## src/rtl/rf_ctrl_pkg.sv

```systemverilog
// Shared types and constants for the register-file block-transfer sequencer.
package rf_ctrl_pkg;

  localparam int unsigned DEFAULT_WORD_BYTES = 4;

  localparam logic RF_IN_MEM = 1'b0;
  localparam logic RF_IN_WB  = 1'b1;

  typedef enum logic [2:0] {
    StIdle,
    StAddr,
    StXfer,
    StWb,
    StDone
  } state_e;

endpackage

```

## src/rtl/rf_block_xfer_ctrl_if.sv

```systemverilog
// Control-unit / register-file / memory signals around the block-transfer sequencer.
interface rf_block_xfer_ctrl_if #(
  parameter int unsigned AW = 32
);
  logic          start;
  logic          is_load;
  logic          up;
  logic          writeback;
  logic [3:0]    base;
  logic [15:0]   reg_list;
  logic [AW-1:0] rn_data;
  logic          mem_ack;

  logic [3:0]    rn_sel;
  logic [3:0]    rm_sel;
  logic [3:0]    rd_sel;
  logic          rf_load;
  logic          rf_in_sel;
  logic [AW-1:0] wb_data;
  logic          mem_req;
  logic          mem_we;
  logic [AW-1:0] mem_addr;
  logic          busy;
  logic          done;

  modport master (
    output start, is_load, up, writeback, base, reg_list, rn_data, mem_ack,
    input  rn_sel, rm_sel, rd_sel, rf_load, rf_in_sel, wb_data, mem_req, mem_we, mem_addr,
           busy, done
  );

  modport slave (
    input  start, is_load, up, writeback, base, reg_list, rn_data, mem_ack,
    output rn_sel, rm_sel, rd_sel, rf_load, rf_in_sel, wb_data, mem_req, mem_we, mem_addr,
           busy, done
  );
endinterface

```

## src/rtl/rf_list_scan.sv

```systemverilog
// Combinational register-list scan: lowest set index, any-set flag and popcount.
module rf_list_scan (
  input  logic [15:0] list_i,
  output logic [3:0]  idx_o,
  output logic        valid_o,
  output logic [4:0]  count_o
);

  // Scanning downwards lets the lowest set bit be the last one written.
  always_comb begin
    idx_o   = '0;
    valid_o = 1'b0;
    count_o = '0;
    for (int i = 15; i >= 0; i--) begin
      if (list_i[i]) begin
        idx_o   = 4'(i);
        valid_o = 1'b1;
        count_o = count_o + 5'd1;
      end
    end
  end

endmodule

```

## src/rtl/rf_block_xfer_ctrl.sv

```systemverilog
// Load/store-multiple sequencer: walks a register list, issues one memory access per
// register and optionally writes the updated base back.
module rf_block_xfer_ctrl
  import rf_ctrl_pkg::*;
#(
  parameter int unsigned WORD_BYTES = DEFAULT_WORD_BYTES,
  parameter int unsigned AW         = 32
) (
  input logic                 Clk,
  input logic                 RESET,
  rf_block_xfer_ctrl_if.slave bus
);

  state_e        state_q;
  logic          is_load_q, up_q, wb_en_q, base_in_list_q;
  logic [3:0]    base_q;
  logic [15:0]   pending_q;
  logic [4:0]    n_q;
  logic [AW-1:0] addr_q, wb_q;

  logic [3:0]    cur_idx, list_idx;
  logic          cur_valid, list_valid;
  logic [4:0]    cur_cnt, list_cnt;
  logic [15:0]   pending_clr;
  logic [AW-1:0] span, stride;

  rf_list_scan u_cur_scan (
    .list_i  (pending_q),
    .idx_o   (cur_idx),
    .valid_o (cur_valid),
    .count_o (cur_cnt)
  );

  rf_list_scan u_list_scan (
    .list_i  (bus.reg_list),
    .idx_o   (list_idx),
    .valid_o (list_valid),
    .count_o (list_cnt)
  );

  assign span        = AW'(WORD_BYTES) * AW'(n_q);
  assign stride      = AW'(WORD_BYTES);
  assign pending_clr = pending_q & ~(16'd1 << cur_idx);

  always_ff @(posedge Clk or negedge RESET) begin
    if (!RESET) begin
      state_q        <= StIdle;
      is_load_q      <= 1'b0;
      up_q           <= 1'b0;
      wb_en_q        <= 1'b0;
      base_in_list_q <= 1'b0;
      base_q         <= '0;
      pending_q      <= '0;
      n_q            <= '0;
      addr_q         <= '0;
      wb_q           <= '0;
    end else begin
      unique case (state_q)
        StIdle: begin
          if (bus.start) begin
            is_load_q      <= bus.is_load;
            up_q           <= bus.up;
            wb_en_q        <= bus.writeback;
            base_q         <= bus.base;
            base_in_list_q <= bus.reg_list[bus.base];
            pending_q      <= bus.reg_list;
            n_q            <= list_cnt;
            state_q        <= list_valid ? StAddr : StDone;
          end
        end
        StAddr: begin
          addr_q  <= up_q ? bus.rn_data : bus.rn_data - span;
          wb_q    <= up_q ? bus.rn_data + span : bus.rn_data - span;
          state_q <= StXfer;
        end
        StXfer: begin
          if (bus.mem_ack && cur_valid) begin
            pending_q <= pending_clr;
            addr_q    <= addr_q + stride;
            if (pending_clr == '0) begin
              // A load that overwrites its own base keeps the loaded value.
              state_q <= (wb_en_q && !(is_load_q && base_in_list_q)) ? StWb : StDone;
            end
          end
        end
        StWb:    state_q <= StDone;
        StDone:  state_q <= StIdle;
        default: state_q <= StIdle;
      endcase
    end
  end

  always_comb begin
    bus.rn_sel    = '0;
    bus.rm_sel    = '0;
    bus.rd_sel    = '0;
    bus.rf_load   = 1'b0;
    bus.rf_in_sel = RF_IN_MEM;
    bus.mem_req   = 1'b0;
    bus.mem_we    = 1'b0;
    bus.mem_addr  = '0;
    bus.wb_data   = wb_q;
    bus.busy      = (state_q != StIdle);
    bus.done      = (state_q == StDone);
    if (state_q != StIdle) begin
      bus.rn_sel = base_q;
    end
    unique case (state_q)
      StXfer: begin
        bus.mem_req  = 1'b1;
        bus.mem_we   = !is_load_q;
        bus.mem_addr = addr_q;
        bus.rm_sel   = cur_idx;
        if (bus.mem_ack && is_load_q) begin
          bus.rf_load   = 1'b1;
          bus.rd_sel    = cur_idx;
          bus.rf_in_sel = RF_IN_MEM;
        end
      end
      StWb: begin
        bus.rf_load   = 1'b1;
        bus.rd_sel    = base_q;
        bus.rf_in_sel = RF_IN_WB;
      end
      default: ;
    endcase
  end

  logic unused_scan;
  assign unused_scan = ^{cur_cnt, list_idx};

endmodule
```

## src/flat_wrapper.sv

```systemverilog
// flat-port wrapper written by rule: the top's interface ports become plain ports
module rf_block_xfer_ctrl_flat import rf_ctrl_pkg::*;
#(
  parameter int unsigned WORD_BYTES = DEFAULT_WORD_BYTES,
  parameter int unsigned AW         = 32
)
  (Clk, RESET, bus_start, bus_is_load, bus_up, bus_writeback, bus_base, bus_reg_list, bus_rn_data, bus_mem_ack, bus_rn_sel, bus_rm_sel, bus_rd_sel, bus_rf_load, bus_rf_in_sel, bus_wb_data, bus_mem_req, bus_mem_we, bus_mem_addr, bus_busy, bus_done);
  rf_block_xfer_ctrl_if #(.AW(AW)) bus_i ();
  input logic Clk;
  input logic RESET;
  input wire logic [$bits(bus_i.start)-1:0] bus_start;
  input wire logic [$bits(bus_i.is_load)-1:0] bus_is_load;
  input wire logic [$bits(bus_i.up)-1:0] bus_up;
  input wire logic [$bits(bus_i.writeback)-1:0] bus_writeback;
  input wire logic [$bits(bus_i.base)-1:0] bus_base;
  input wire logic [$bits(bus_i.reg_list)-1:0] bus_reg_list;
  input wire logic [$bits(bus_i.rn_data)-1:0] bus_rn_data;
  input wire logic [$bits(bus_i.mem_ack)-1:0] bus_mem_ack;
  output wire logic [$bits(bus_i.rn_sel)-1:0] bus_rn_sel;
  output wire logic [$bits(bus_i.rm_sel)-1:0] bus_rm_sel;
  output wire logic [$bits(bus_i.rd_sel)-1:0] bus_rd_sel;
  output wire logic [$bits(bus_i.rf_load)-1:0] bus_rf_load;
  output wire logic [$bits(bus_i.rf_in_sel)-1:0] bus_rf_in_sel;
  output wire logic [$bits(bus_i.wb_data)-1:0] bus_wb_data;
  output wire logic [$bits(bus_i.mem_req)-1:0] bus_mem_req;
  output wire logic [$bits(bus_i.mem_we)-1:0] bus_mem_we;
  output wire logic [$bits(bus_i.mem_addr)-1:0] bus_mem_addr;
  output wire logic [$bits(bus_i.busy)-1:0] bus_busy;
  output wire logic [$bits(bus_i.done)-1:0] bus_done;
  assign bus_i.start = bus_start;
  assign bus_i.is_load = bus_is_load;
  assign bus_i.up = bus_up;
  assign bus_i.writeback = bus_writeback;
  assign bus_i.base = bus_base;
  assign bus_i.reg_list = bus_reg_list;
  assign bus_i.rn_data = bus_rn_data;
  assign bus_i.mem_ack = bus_mem_ack;
  assign bus_rn_sel = bus_i.rn_sel;
  assign bus_rm_sel = bus_i.rm_sel;
  assign bus_rd_sel = bus_i.rd_sel;
  assign bus_rf_load = bus_i.rf_load;
  assign bus_rf_in_sel = bus_i.rf_in_sel;
  assign bus_wb_data = bus_i.wb_data;
  assign bus_mem_req = bus_i.mem_req;
  assign bus_mem_we = bus_i.mem_we;
  assign bus_mem_addr = bus_i.mem_addr;
  assign bus_busy = bus_i.busy;
  assign bus_done = bus_i.done;
  rf_block_xfer_ctrl #(.WORD_BYTES(WORD_BYTES), .AW(AW)) u_core (.Clk(Clk), .RESET(RESET), .bus(bus_i));
endmodule
```

## config.mk

```make
export PLATFORM = sky130hd
export DESIGN_NAME = rf_block_xfer_ctrl_flat
export DESIGN_NICKNAME = d
export VERILOG_FILES = /design/src/rtl/rf_ctrl_pkg.sv /design/src/rtl/rf_block_xfer_ctrl_if.sv /design/src/rtl/rf_list_scan.sv /design/src/rtl/rf_block_xfer_ctrl.sv /design/src/flat_wrapper.sv
export SDC_FILE = /design/constraint.sdc
export NUM_CORES = 1
export LEC_CHECK = 0
export ABC_AREA = 1
export CAP_MARGIN = 20
export CORE_AREA = 8 8 197 199
export DETAILED_ROUTE_END_ITERATION = 7
export DIE_AREA = 0 0 205 207
export GPL_ROUTABILITY_DRIVEN = 1
export PLACE_DENSITY = 0.59
export SLEW_MARGIN = 20
export SYNTH_ARGS = -nofsm -noshare
export SYNTH_HDL_FRONTEND = slang
export SYNTH_HIERARCHICAL = 1
export SYNTH_SLANG_ARGS = --single-unit
```

## constraint.sdc

```tcl
create_clock -name Clk -period 3.3 [get_ports Clk]
set_input_delay 0.825 -clock Clk [delete_from_list [all_inputs] [get_ports Clk]]
set_output_delay 0.825 -clock Clk [all_outputs]
set_load 0.03 [all_outputs]
```

# == Word level (Yosys, flattened, before mapping) ==
# Cells that the tools add are included.
# W data, S select, Z words.
# totals
reg_bits,96
latchBits,0
ram_bits,0
mem_bits_ro,0
input_bits,59
output_inout_bits,82
word_cells,143
n_memories,0
# classes
add_sub_neg,18
mul,0
div,0
magnitude_cmp,1
eq_ne,7
shifts,1
muxes,89
n_bitwise,2
reduce_logical,15
# ops
cell,n
$mux W32,4
$mux W4,19
$mux W5,15
$add A5 B1 Y5 const B,14
$pmux W32 S2,1
$mux W1,38
$add A32 B3 Y32 const B,1
$add A32 B7 Y32,1
$mux W16,2
$pmux W16 S2,1
$sub A32 B7 Y32,1
$and A16 B16 Y16,1
$logic_not A16 Y1,1
$not A16 Y16,1
$shl A1 B4 Y16 const A,1
$mux W3,5
$pmux W3 S4,1
$pmux W4 S2,1
$eq A3 B2 Y1 const B,2
$reduce_and A3 Y1,2
$lt A4 B5 Y1 const B,1
$bmux W1 S4,1
$logic_and A1 B1 Y1,4
$ne A2 B1 Y1 const B,2
10 further kinds,13

# == Logic depth before layout (Yosys ltp) ==
# Gate-level depths: netlist of run 1.
# logic_depth
word_depth,31
mapped_depth,51
mapped_depth_nobuf,51

# == Hierarchy ==
# Netlist of run 1, hierarchy kept.
# modules_own_cells
module,instances,cells_each,area_per_inst_um2,seq_area_each_um2
rf_block_xfer_ctrl,1,1305,8060.2,2402.3
rf_list_scan,2,426,2145.8,0.0

# == Worst setup path after synthesis of run 1 ==
# OpenSTA, ideal clock, no wires.
# synth_path
kind,input to register
start,input port bus_reg_list[14]
end,register u_core.n_q[4]
setup_time_ns,0.132
arrival_time_ns,6.469
required_ns,3.168
slack_ns,-3.300
cell_stages,47
path_buffers,0
cell_sequence,inv_1 ha_1 inv_1 nand2_4 nand2_4 inv_1 ha_1 nand2_1 nand2_1 xnor2_1 o21ai_0 ha_1 nand2_1 nand2_1 o21ai_0 o21ai_2 ha_1 o21ai_0 (+11 left out) o21bai_1 nor2_2 o21ai_1 ha_1 or2_2 o21ai_1 nand2_1 o21ai_1 inv_1 ha_1 nand2_1 nor2_1 nand2_2 nand3_1 nand2_1 inv_1 nand2_1 o21ai_0
# synth_via
elab_chain_cells,29
# synth_lines
item,line_no,rtl
start: declaration,flat_wrapper.sv:16,input wire logic [$bits(bus_i.reg_list)-1:0] bus_reg_list;
$mux W5 *,rf_list_scan.sv:15,if (list_i[i]) begin
$add A5 B1 Y5,rf_list_scan.sv:18,count_o = count_o + 5'd1;
$mux W5 *,rf_list_scan.sv:15,
$add A5 B1 Y5,rf_list_scan.sv:18,
$mux W5 *,rf_list_scan.sv:15,
$add A5 B1 Y5,rf_list_scan.sv:18,
$mux W5 *,rf_list_scan.sv:15,
$add A5 B1 Y5,rf_list_scan.sv:18,
(+14 left out),n/a,
$mux W5 *,rf_list_scan.sv:15,
$add A5 B1 Y5,rf_list_scan.sv:18,
$mux W5 *,rf_list_scan.sv:15,
$add A5 B1 Y5,rf_list_scan.sv:18,
$mux W5 *,rf_list_scan.sv:15,
$add A5 B1 Y5,rf_list_scan.sv:18,
$mux W5 *,rf_list_scan.sv:15,
net u_core.list_cnt[4],rf_block_xfer_ctrl.sv:23,"logic [4:0] cur_cnt, list_cnt;"
end signal: assignment,rf_block_xfer_ctrl.sv:67,n_q <= list_cnt;
end: declaration,rf_block_xfer_ctrl.sv:18,logic [4:0] n_q;
# Mark *: on every way through the listed nets, which the timed path passes. The rest lies on a longest branch.
# A chain may end at the register's enable or synchronous reset.

# == Worst setup path after layout of run 1 ==
# Same ends and word-level chain as after synthesis.

==> results of run 1 <==
## power by group through the flow
stage	clock [W]	combinational, W	sequential [W]
floorplan	0	0.00410	0.00250
global placement	0	0.00675	0.00228
detailed placement	0	0.00681	0.00230
CTS	0.00109	0.00693	0.00228
global route	0.00114	0.00785	0.00237
finish	0.00106	0.00711	0.00229
## per-layer routing
layer | vias to the layer above | GRT usage (%)
met5 | - | 0
met4 | 0 | 7.00
met3 | 76 | 2.67
met2 | 392 | 32.8
met1 | 5681 | 21.8
li1 | 6122 | -
## layout make-up
type	instances	share of cell area, %
multi-input cells	1368	50.5
clock inverters	6	0.340
flip-flops and latches	96	17.2
repair buffers	301	19.8
inverters	228	6.28
well taps	468	4.19
clock buffers	10	1.64
## state kept, by name, summed over array words and instances (netlist names)
signal and flops:
u_core/addr_q 32, u_core/bus.wb_data 32, u_core/pending_q 16, u_core/n_q 5, u_core/base_q 4, u_core/state_q 3, u_core/base_in_list_q 1, u_core/is_load_q 1
u_core/up_q 1, u_core/wb_en_q 1
## final timing paths
check,start,endpoint,slack (ns),cells past startpoint
setup / recovery,bus_reg_list[14],u_core/n_q[4],-3.04,49
hold / removal,u_core/bus.wb_data[1],u_core/bus.wb_data[1],0.47,2
setup reg to reg,u_core/pending_q[15],u_core/state_q[2],0.31,20
hold reg to reg,u_core/bus.wb_data[1],u_core/bus.wb_data[1],0.47,2
max in group asynchronous,RESET,u_core/addr_q[7],1.94,2
min in group asynchronous,RESET,u_core/bus.wb_data[29],0.51,1
## worst register-to-register path, stage by stage (launching register included)
cell      delay, ns
dfrtp_2        0.43
buf_4          0.15
ha_4           0.15
inv_2          0.05
a22oi_2        0.06
a21oi_2        0.14
o21ai_1        0.09
a21oi_1        0.17
o21ai_1        0.10
nand2_1        0.08
a21oi_2        0.06
inv_2          0.09
buf_4          0.12
nand3_1        0.09
o21ai_0        0.40
nand2_1        0.09
nor2_1         0.11
nand3b_1       0.08
o21ai_1        0.20
o21ai_0        0.15
nor2_1         0.10
## timing repair
item	CTS	global route
setup buffers	7	11
resized for setup	46	55
gates cloned	0	0
pin swaps	41	49
endpoints found under the setup margin	8	11
## stage by stage
| step | total power [W] | setup WS [ns] | setup TNS, ns | hold slack [ns] | utilization (%) |
|---|---|---|---|---|---|
| after floorplan | 0.00659 | -2.94 | -11.42 | 0.442 | - |
| after global placement | 0.00903 | -3.87 | -17.17 | 0.458 | 36.9 |
| after detailed placement | 0.00910 | -4.04 | -18.04 | 0.458 | 36.9 |
| after CTS | 0.0103 | -3.04 | -13.06 | 0.478 | 38.1 |
| after global routing | 0.0114 | -3.43 | -14.93 | 0.502 | 39.0 |
| final | 0.0105 | -3.04 | -12.95 | 0.475 | 39.0 |
==> metrics, run 1 <==
status complete, but fails checks; failing checks setup timing; Routability Congestion about 1.0; # hold bufs at CTS 0; crit path max-delay cell type ha_1; max_cap viols 0; Setup Skew between 0.015 and 0.02 ns; clk buf depth 2; Tightest Hold Check Type flop to flop; slew at the pin closest to its max-slew limit approximately 0.85 ns; initial drt markers around 750; Critical Path Most Common Cell nand2_1; grt ovf 0; Sink Count 96; worst vdd ir 0.445 mV; largest net degree at the start of global routing roughly 70; Buf/Inv on CP 6; drt wl/cell between 15 and 20 µm; Nets approximately 2100; Fin. Hold Viols 0; Mapped Cells 1763; min Tclk post-route 6.34 ns; I/O Buffers 140; highest clock rate approximately 160 MHz; placed cells 2444; Met3 Wirelength about 2.1 mm; synthesized net count ~1900; die width approximately 210 µm; CP startpoint kind input port; die height 207 µm; WL final between 40 and 50 mm; Placement Cell Area 13300 µm²; TritonRoute pass-1 iters 8; vias in the first global route 11956; total die area ~42000 µm²; via count 12271; CP Max Fanout 3; core area approximately 36000 µm²; total track usage 18.4%; most frequent cells in the layout nand2_1 (546), nor2_1 (202), inv_1 (195), buf_4 (181), nand3_1 (156); drc violations 0; Comb power frac between 60% and 70%; Finished Layout Cells between 2000 and 2500; final period utilization 192%; clock share of power about a tenth; DRT met1 WL ~16 mm; register area 2400 µm²; mean post-synth cell area 5.87 µm²; Initial Utilization 28.8%; footprint of the multi-input gates 7070 µm²; Syn. warnings 6; Data required, critical path between 3 and 4 ns; H-tree level count 3; Fillers between 3000 and 4000; Layout area overhead 35.2%; num ports approximately 140; NetSw around 0.0055 W; antenna violations before repair 0; Max stage delay on crit path between 0.3 and 0.4 ns; Net Sw Frac around 53%; P per Cell Area between 700 and 800 nW/µm²; Final Setup Violations 5; Rows 70; PnR worst setup slack -3.04 ns; RSZ-0062 raised after global routing yes; Clk Latency, worst-skew pair 0.37 ns; Detail Route Antenna Nets 0; CP endpoint kind flop; Largest delay share family, worst path adder cells; most common cell after layout, fill and taps aside nand2_1; sequential share of power a little over a fifth; fin. max-slew vios 0; top sig layer met4; CTS tree done; DR WL met2 19.9 mm; root buffer cell clkbuf_16; clock buffer count from CTS 9; register clock-pin slew on the reported worst setup and hold paths ~0.080 ns; leak pwr about 7 nW; Critical Path AT 6.60 ns; first-pass GRT wire length between 60 and 70 mm; Max-slew headroom roughly 43%; dpl hpwl about 32 mm; final instance area about 14000 µm²; Setup CP Type input port to flop; Internal Pwr Total between 0.004 and 0.005 W; n_diodes 0; post-DR vias/cell approximately 5.0; share of cells above drive strength 1 between 20 and 25%; Mapped Area 10400 µm²
(Power assumes the default switching activity.)
==> run 2: changes to the inputs <==
--- a/config.mk
+++ b/config.mk
@@ -7,9 +7,10 @@
 export LEC_CHECK = 0
 export ABC_AREA = 1
 export CAP_MARGIN = 20
-export CORE_AREA = 8 8 197 199
+export CORE_AREA = 2 2 191 193
+export CTS_CLUSTER_DIAMETER = 30
 export DETAILED_ROUTE_END_ITERATION = 7
-export DIE_AREA = 0 0 205 207
+export DIE_AREA = 0 0 193 195
 export GPL_ROUTABILITY_DRIVEN = 1
 export PLACE_DENSITY = 0.59
 export SLEW_MARGIN = 20
==> run 2 against run 1 <==
The flow still finishes with violations (setup timing); critical endpoint unchanged; routed wire length is 2.5% lower; worst setup slack worse by 0.049 ns; final area is 0.87% lower; combinational power hardly changed; utilization is 0.22 points higher; largest power group unchanged; largest cell class unchanged; clock skew hardly changed; critical path type unchanged; via count is 0.84% lower.
==> metrics, run 2 (synthesis gave the netlist of run 1 again) <==
Nets between 2000 and 2500; num ports between 100 and 150; total die area about 38000 µm²; RSZ-0062 raised after global routing yes; P per Cell Area 757 nW/µm²; register clock-pin slew on the reported worst setup and hold paths 0.08 ns; crit path max-delay cell type ha_1; TritonRoute pass-1 iters 6; final period utilization 194%; total track usage between 20% and 30%; Data required, critical path 3.55 ns; setup TNS -13.39 ns; dpl hpwl between 30 and 40 mm; drt wl/cell between 15 and 20 µm; Initial Utilization about 29%; die height around 200 µm; H-tree level count 3; drc violations 0; first-pass GRT wire length around 60 mm; Reg2Reg Setup Slack between 0.3 and 0.4 ns; most common cell after layout, fill and taps aside nand2_1; largest net degree at the start of global routing 59; failing checks setup timing; leak pwr between 6 and 7 nW; Final Setup Violations 5; slew at the pin closest to its max-slew limit ~0.75 ns; WL final between 30 and 40 mm; Detail Route Antenna Nets 0; Layout area overhead 34.0%; Rows 69; Setup CP Type input port to flop; grt ovf 0; CP Max Fanout 3; Max stage delay on crit path a little over 0.3 ns; Final Power ~0.010 W; FF-to-FF Start u_core/pending_q[15]; n_diodes 0; fin. max-slew vios 0; clock buffer count from CTS 9; antenna violations before repair 1; Routability Congestion between 0.9 and 1; worst vdd ir roughly 0.47 mV; Critical Path Most Common Cell nand2_1; status complete, but fails checks; root buffer cell clkbuf_16; Max-slew headroom between 40% and 50%; Critical Path AT ~6.6 ns; Fin. Hold Viols 0; I/O Buffers 140; initial drt markers around 900; most frequent cells in the layout nand2_1 (546), nor2_1 (199), inv_1 (195), nand3_1 (158), buf_4 (155); CP endpoint kind flop; Fillers approximately 3800; CP startpoint kind input port; Tightest Hold Check Type input port to async pin; Clk Latency, worst-skew pair 0.36 ns; vias in the first global route 11625; Finished Layout Cells approximately 2400; max_cap viols 0; highest clock rate between 150 and 200 MHz; die width ~190 µm; PnR worst setup slack -3.09 ns; CTS tree done; share of cells above drive strength 1 a little under a fifth; Sink Count between 90 and 100; core area between 30000 and 40000 µm²; min Tclk post-route ~6.4 ns; Setup Skew 0.0184 ns; placed cells about 2400; R2R depth 17; clk buf depth 2; via count about 12000; reg2reg end u_core/state_q[0]; post-DR vias/cell between 4 and 5
[run 2: layer usage]
layer,track usage (%),vias to the layer above,wire length [µm],part of all wire [%]
li1,-,6082,-,-
met1,24.9,5615,16100,41
met2,36.2,391,19400,50
met3,2.57,78,2040,5.2
met4,7.35,2,1470,3.8
met5,0,-,11,0.028
[run 2: metrics by stage]
stage	area (µm²)	utilization, %	hold WS, ns	setup WS [ns]
3_3_place_gp	13000	36.8	0.461	-3.89
6_report	13900	39.2	0.462	-3.09
5_1_grt	13900	39.2	0.502	-3.41
3_5_place_dp	13000	36.8	0.461	-4.01
2_1_floorplan	10400	-	0.442	-2.94
4_1_cts	13600	38.5	0.475	-3.05
[run 2: repair_timing]
action,CTS,global route
hold buffers,0,0
hold endpoints to repair,0,0
setup endpoints to repair,8,12
gates resized for setup,53,55
pin swaps,52,55
buffers inserted,20,8
gates cloned,0,0
[run 2: cell type report]
type                    count  area, µm²  share of cell area (%)
flip-flops and latches     96       2400                    17.3
repair buffers            279       2630                    19.0
clock buffers              12        246                    1.78
well taps                 461        577                    4.16
multi-input cells        1368       7080                    51.1
inverters                 228        878                    6.33
clock inverters             4       51.3                   0.370
[run 2: how the worst max path moves through the flow]
stage	from	to	slack, ns
after global routing	bus_reg_list[14]	u_core/n_q[4]	-3.41
after floorplan	bus_reg_list[14]	u_core/n_q[4]	-2.94
final	bus_reg_list[14]	u_core/n_q[4]	-3.09
after detailed placement	bus_reg_list[14]	u_core/n_q[4]	-4.01
after global placement	bus_reg_list[14]	u_core/n_q[4]	-3.89
after CTS	bus_reg_list[14]	u_core/n_q[4]	-3.05
[run 2: power by group]
group | internal [W] | switching, W
registers | 0.00176 | 0.000529
clock network | 0.000612 | 0.000492
logic | 0.00262 | 0.00448
[run 2: worst max-delay path, delay by kind of cell]
kind            cells  cell delay (ns)
compound gates     11             1.48
fa+ha+maj           8             2.13
buf+inv             6             0.32
xor+xnor            1             0.13
simple gates       23             1.75
